`src/rtl/cb_prefix_sequencer.sv`:
```
// cb_prefix_sequencer: executes the second byte of a CB-prefixed instruction
// (rotate/shift/SWAP, BIT, RES, SET) on a register or on memory at (HL).
//
// Logic_Unit ports:
//   i_Opcode[5:0]   {reserved, class[1:0], sub-op/bit index[2:0]}
//   i_Operand[7:0]  value to operate on
//   i_F[3:0]        incoming flags {Z,N,H,C}
//   i_Z_Disable     keep the incoming Z flag instead of computing it
//   o_Result[7:0]   result data
//   o_F[3:0]        result flags {Z,N,H,C}
//
// cb_prefix_sequencer ports:
//   i_Clk, i_Reset             clock, asynchronous active-high reset
//   i_Start, i_Opcode, i_HL    start request with opcode and HL (sampled in IDLE)
//   i_F                        current flags {Z,N,H,C}
//   i_Reg_Data, o_Reg_Sel      combinational register read port
//   o_Reg_WE, o_Reg_WData      register write port
//   o_F_WE, o_F                flag write port
//   o_Mem_*, i_Mem_*           single-transfer memory bus, req held until ack
//   o_Busy, o_Done, o_Error    status; Done/Error are one-cycle pulses

module Logic_Unit (
    input  logic [5:0] i_Opcode,
    input  logic [7:0] i_Operand,
    input  logic [3:0] i_F,
    input  logic       i_Z_Disable,
    output logic [7:0] o_Result,
    output logic [3:0] o_F
);
    logic [7:0] a;
    logic [7:0] sh;
    logic [7:0] mask;
    logic       c;
    always_comb begin
        a    = i_Operand;
        mask = 8'd1 << i_Opcode[2:0];
        case (i_Opcode[2:0])
            3'd0:    begin sh = {a[6:0], a[7]};   c = a[7]; end
            3'd1:    begin sh = {a[0], a[7:1]};   c = a[0]; end
            3'd2:    begin sh = {a[6:0], i_F[0]}; c = a[7]; end
            3'd3:    begin sh = {i_F[0], a[7:1]}; c = a[0]; end
            3'd4:    begin sh = {a[6:0], 1'b0};   c = a[7]; end
            3'd5:    begin sh = {a[7], a[7:1]};   c = a[0]; end
            3'd6:    begin sh = {a[3:0], a[7:4]}; c = 1'b0; end
            default: begin sh = {1'b0, a[7:1]};   c = a[0]; end
        endcase
        o_Result = a;
        o_F      = i_F;
        // opcode bit 5 set selects no operation (pass-through)
        if (!i_Opcode[5]) begin
            case (i_Opcode[4:3])
                2'b00: begin
                    o_Result = sh;
                    o_F      = {~|sh, 2'b00, c};
                end
                2'b01:   o_F      = {~|(a & mask), 2'b01, i_F[0]};
                2'b10:   o_Result = a & ~mask;
                default: o_Result = a | mask;
            endcase
        end
        if (i_Z_Disable) o_F[3] = i_F[3];
    end
endmodule

module cb_prefix_sequencer #(
    parameter int TIMEOUT_CYCLES = 255
) (
    input  logic        i_Clk,
    input  logic        i_Reset,
    input  logic        i_Start,
    input  logic [7:0]  i_Opcode,
    input  logic [15:0] i_HL,
    input  logic [3:0]  i_F,
    input  logic [7:0]  i_Reg_Data,
    output logic [2:0]  o_Reg_Sel,
    output logic        o_Reg_WE,
    output logic [7:0]  o_Reg_WData,
    output logic        o_F_WE,
    output logic [3:0]  o_F,
    output logic        o_Mem_Req,
    output logic        o_Mem_Write,
    output logic [15:0] o_Mem_Addr,
    output logic [7:0]  o_Mem_WData,
    input  logic        i_Mem_Ack,
    input  logic [7:0]  i_Mem_RData,
    output logic        o_Busy,
    output logic        o_Done,
    output logic        o_Error
);
    typedef enum logic [2:0] {IDLE, EXEC_R, RD, EXEC_M, WR} state_t;

    state_t      state_q, state_d;
    logic [7:0]  op_q, op_d;
    logic [15:0] hl_q, hl_d;
    logic [7:0]  rdata_q, rdata_d;
    logic [7:0]  wdata_q, wdata_d;
    logic [7:0]  cnt_q, cnt_d;
    logic [7:0]  lu_r;
    logic [3:0]  lu_f;
    logic        is_bit, is_rs, timeout;

    Logic_Unit u_lu (
        .i_Opcode    ({1'b0, op_q[7:3]}),
        .i_Operand   (state_q == EXEC_M ? rdata_q : i_Reg_Data),
        .i_F         (i_F),
        .i_Z_Disable (1'b0),
        .o_Result    (lu_r),
        .o_F         (lu_f)
    );

    assign is_bit  = op_q[7:6] == 2'b01;
    assign is_rs   = op_q[7];
    // counter value equal to the limit means the limit of wait cycles has elapsed
    assign timeout = TIMEOUT_CYCLES != 0 && cnt_q == 8'(TIMEOUT_CYCLES);

    assign o_Reg_Sel   = op_q[2:0];
    assign o_Mem_Addr  = hl_q;
    assign o_Mem_WData = wdata_q;
    assign o_Busy      = state_q != IDLE;

    always_comb begin
        state_d     = state_q;
        op_d        = op_q;
        hl_d        = hl_q;
        rdata_d     = rdata_q;
        wdata_d     = wdata_q;
        cnt_d       = cnt_q;
        o_Reg_WE    = 1'b0;
        o_Reg_WData = 8'h00;
        o_F_WE      = 1'b0;
        o_F         = 4'h0;
        o_Mem_Req   = 1'b0;
        o_Mem_Write = 1'b0;
        o_Done      = 1'b0;
        o_Error     = 1'b0;
        case (state_q)
            IDLE: if (i_Start) begin
                op_d    = i_Opcode;
                hl_d    = i_HL;
                cnt_d   = 8'd0;
                state_d = i_Opcode[2:0] == 3'd6 ? RD : EXEC_R;
            end
            EXEC_R: begin
                o_Reg_WE    = !is_bit;
                o_Reg_WData = lu_r;
                o_F_WE      = !is_rs;
                o_F         = lu_f;
                o_Done      = 1'b1;
                state_d     = IDLE;
            end
            EXEC_M: begin
                o_F_WE  = !is_rs;
                o_F     = lu_f;
                wdata_d = lu_r;
                o_Done  = is_bit;
                cnt_d   = 8'd0;
                state_d = is_bit ? IDLE : WR;
            end
            RD, WR: begin
                // on timeout the request is dropped so a late ack cannot complete a write
                if (timeout) begin
                    o_Error = 1'b1;
                    state_d = IDLE;
                end else begin
                    o_Mem_Req   = 1'b1;
                    o_Mem_Write = state_q == WR;
                    if (i_Mem_Ack) begin
                        rdata_d = state_q == RD ? i_Mem_RData : rdata_q;
                        o_Done  = state_q == WR;
                        state_d = state_q == RD ? EXEC_M : IDLE;
                    end else if (TIMEOUT_CYCLES != 0) begin
                        cnt_d = cnt_q + 8'd1;
                    end
                end
            end
            default: state_d = IDLE;
        endcase
    end

    always_ff @(posedge i_Clk or posedge i_Reset) begin
        if (i_Reset) begin
            state_q <= IDLE;
            op_q    <= 8'h00;
            hl_q    <= 16'h0000;
            rdata_q <= 8'h00;
            wdata_q <= 8'h00;
            cnt_q   <= 8'h00;
        end else begin
            state_q <= state_d;
            op_q    <= op_d;
            hl_q    <= hl_d;
            rdata_q <= rdata_d;
            wdata_q <= wdata_d;
            cnt_q   <= cnt_d;
        end
    end
endmodule

```
`config.mk`:
```
export PLATFORM = sky130hd
export DESIGN_NAME = cb_prefix_sequencer
export DESIGN_NICKNAME = d
export VERILOG_FILES = /design/src/rtl/cb_prefix_sequencer.sv
export SDC_FILE = /design/constraint.sdc
export NUM_CORES = 1
export LEC_CHECK = 0
export ABC_AREA = 1
export CAP_MARGIN = 30
export CORE_ASPECT_RATIO = 1.25
export CORE_MARGIN = 2
export CORE_UTILIZATION = 48
export CTS_CLUSTER_DIAMETER = 120
export CTS_CLUSTER_SIZE = 14
export DETAILED_ROUTE_END_ITERATION = 16
export PLACE_DENSITY = 0.81
export SLEW_MARGIN = 25
export SYNTH_ARGS = -nofsm -noshare
export SYNTH_HDL_FRONTEND = slang
export SYNTH_SLANG_ARGS = --single-unit
```
`constraint.sdc`:
```
create_clock -name i_Clk -period 2 [get_ports i_Clk]
set_input_delay 0.3 -clock i_Clk [delete_from_list [all_inputs] [get_ports i_Clk]]
set_output_delay 0.3 -clock i_Clk [all_outputs]
set_load 0.01 [all_outputs]
```
==> results.toml, run 1 <==
[sta]
final_max_slew_viol_count = 0
clock-skew-final_ps = 10.9
fmax_mhz = 402
worst_slack_ps = -488
relSlewSlack_pct = 65.6
timing.hold.ws_ps = 390
timing.setup.tns_ps = -4890
fin_crit_ps = 2490
hold_violations = 0
rsz0062_at_grt = "yes"
setup_viol = 20
worst_pin_slew_ps = 511
fin_crit_sh_pct = 124

[logic_synthesis]
yosys_warnings = 0
avgSynthCellArea_um2 = 7.39
synth-edff-count = 0
synth_top_area_share_pct = 41.0
syn-cell-area_mm2 = 0.00311
synthCells = 421
yosys_register_bits = 51
synth_cell_types = 32
synth_top_cell_by_area = "dfrtp_1"
netlist_top_cells_count = "nand2_1 (92), inv_1 (56), dfrtp_1 (51), nor2_1 (51), nand3_1 (39)"
synthArstFlopShare_pct = 100
synth_most_common_cell = "nand2_1"
seq_area_frac_synth_pct = 41.0
synthesis.nets = 470
yosys-top-cells-area = "dfrtp_1 (41%), nand2_1 (11%), inv_1 (6.8%)"
synth_flop_cell = "dfrtp_1"

[setup_path]
worst-endpoint-required_ps = 1700
arrival_ps = 2190
crit_type = "reg -> out"
regToRegSetupSlack_ps = -160
r2r_start = "cnt_q[0]"
cp-end-kind = "output port"
r2r_cells = 11
start_kind = "register"
path_max_fanout = 5
r2r-end = "state_q[2]"

[flow_run]
max_cap_viol_count = 0

[run_status]
failed_checks = "negative setup slack"
status = "finished with violations"

[power_and_ir_drop]
finalPower_mw = 8.52
peakVddDrop_uv = 964
power_density_mw_per_mm2 = 1560
p_leak_nw = 2.60

[placed_design]
hpwl_um = 7680
port_buffers = 93
place_area_mm2 = 0.00457
place.gp.congestion = 0.965
preCtsSetupSlack_ps = -495

[clock_network]
numClockSinks = 51
clock_latency_ps = 320
clk_path_buf_depth = 2
holdBufCountCts = 0
clkTransAtPathRegs_ps = 110
htree_levels = 2
numCtsBuffers = 5
cts_tree = "yes"
cts-root-buf = "clkbuf_8"

[global_route]
grt_pass1_wl_um = 18300
use_met1_pct = 32.1
grt.met3_usage_pct = 8.17
grt_max_degree = 52
top_usage_layer = "met2"
met2_usage_pct = 62.7
antenna_found_initial = 0
grt_pass1_vias = 3883
grt_usage_pct = 32.7
overflow = 0

[floorplanning]
fp.dieW_um = 76.0
rows = 32
core_mm2 = 0.00621
num_io_pins = 94
die_h_um = 94.0
die_area_mm2 = 0.00715
start_util_pct = 50.2

[routing]
drcViolationCount = 0
first_iter_violations = 368
drtPass1Iterations = 8
vias_per_cell = 5.93
antenna_left = 0
wl_um = 14500
wl_per_cell_um = 20.8
vias = 4119

[cells_and_area]
area_growth_pct = 75.7
fin_area_mm2 = 0.00547
antenna_cells = 0
fillers = 290
drive_above_1_share_pct = 40.7
nets = 658

[worst_hold_path]
hp-class = "in -> async"
worst max path at each step:
stage                           from             end  slack (ps)  cells past startpoint
after floorplan           state_q[2]  o_Reg_WData[4]         230                      9
after global placement    state_q[2]  o_Reg_WData[0]        -490                     11
after detailed placement  state_q[2]  o_Reg_WData[0]        -490                     11
after CTS                 state_q[2]          o_F[3]        -340                     13
after global routing      state_q[2]          o_F[3]        -580                     13
final                     state_q[2]          o_F[3]        -490                     12
timing repair:
item | in CTS | in global routing
resized for setup | 129 | 88
pin swaps | 10 | 20
hold endpoints to repair | 0 | 0
buffers inserted | 26 | 17
cloned | 0 | 1
setup endpoints to repair | 27 | 28
cell families after synthesis:
group,after synthesis,share of synthesized area [%]
compound gates,76,13.9
xor+xnor,2,0.563
fa+ha+maj,1,0.402
buf+inv,74,10.3
flops,51,41.0
mux,18,6.51
simple gates,199,27.3
placed cells by master (no fill, tap or decap), types with 2 or more instances in the layout:
cell type / n
a41oi_1: 4
o21ai_2: 9
nor2_4: 8
nand2_4: 10
nor2_2: 8
a21oi_2: 8
nand2_2: 15
clkbuf_8: 6
nand2_1: 74
nand4_1: 3
a31oi_1: 6
buf_2: 13
dfrtp_2: 2
o211ai_1: 2
inv_1: 51
o21ai_0: 24
buf_6: 24
buf_4: 76
o21ai_4: 2
nand3_2: 18
mux2_2: 18
buf_12: 3
nand3_1: 16
inv_2: 7
o21ai_1: 4
a21oi_1: 11
dfrtp_1: 49
clkbuf_2: 3
nand3_4: 6
nor2_1: 37
a21oi_4: 3
clkdlybuf4s50_1: 74
cell type report:
| type | instances | area, µm² | area share, % |
|---|---|---|---|
| clock buffer | 6 | 82.6 | 1.51 |
| multi-input combinational | 296 | 1980 | 36.1 |
| sequential | 51 | 1280 | 23.4 |
| timing repair buffer | 195 | 1760 | 32.1 |
| clock inverter | 2 | 38.8 | 0.709 |
| tap | 85 | 106 | 1.94 |
| inverter | 60 | 230 | 4.21 |
sequential cells by signal, summed over array words and instances, names as in the netlist:
signal	count
state_q	3
op_q	8
cnt_q	8
rdata_q	8
o_Mem_WData	8
o_Mem_Addr	16
metrics by stage:
stage / cells / utilization [%]
after floorplan: 421 / -
after global placement: 650 / 73.6
after detailed placement: 650 / 73.6
after CTS: 684 / 81.9
after global routing: 695 / 88.1
final: 695 / 88.1
critical path, stage by stage, from the launching register on:
cell and delay (ps):
dfrtp_1 430, buf_6 130, nor2_4 180, buf_6 160
nand2_2 100, nand3_1 130, nand2_1 110, nor2_1 130
nand2_1 70, nor2_2 110, nand2_1 70, a21oi_2 110
buf_2 140
power breakdown:
part           leakage [nW]  internal [mW]  switching, mW
sequential            0.614           1.47          0.288
combinational          1.92           2.75           3.19
clock                0.0618          0.413          0.397
total                  2.60           4.64           3.88
metal layers:
layer,up-vias,wire [µm],share of wire [%]
met3,119,1300,9.0
met5,-,0,0
li1,1737,-,-
met1,1924,4740,33
met4,0,1130,7.8
met2,339,7310,50
Note: power is estimated with default switching activity, not from simulation.
==> run 2: changes to the inputs <==
--- a/config.mk
+++ b/config.mk
@@ -6,6 +6,7 @@
 export NUM_CORES = 1
 export LEC_CHECK = 0
 export ABC_AREA = 1
+export ABC_CLOCK_PERIOD_IN_PS = 2000
 export CAP_MARGIN = 30
 export CORE_ASPECT_RATIO = 1.25
 export CORE_MARGIN = 2
==> results of run 2 <==
Same layout as run 1: the final DEF is identical, and so are final timing and power.
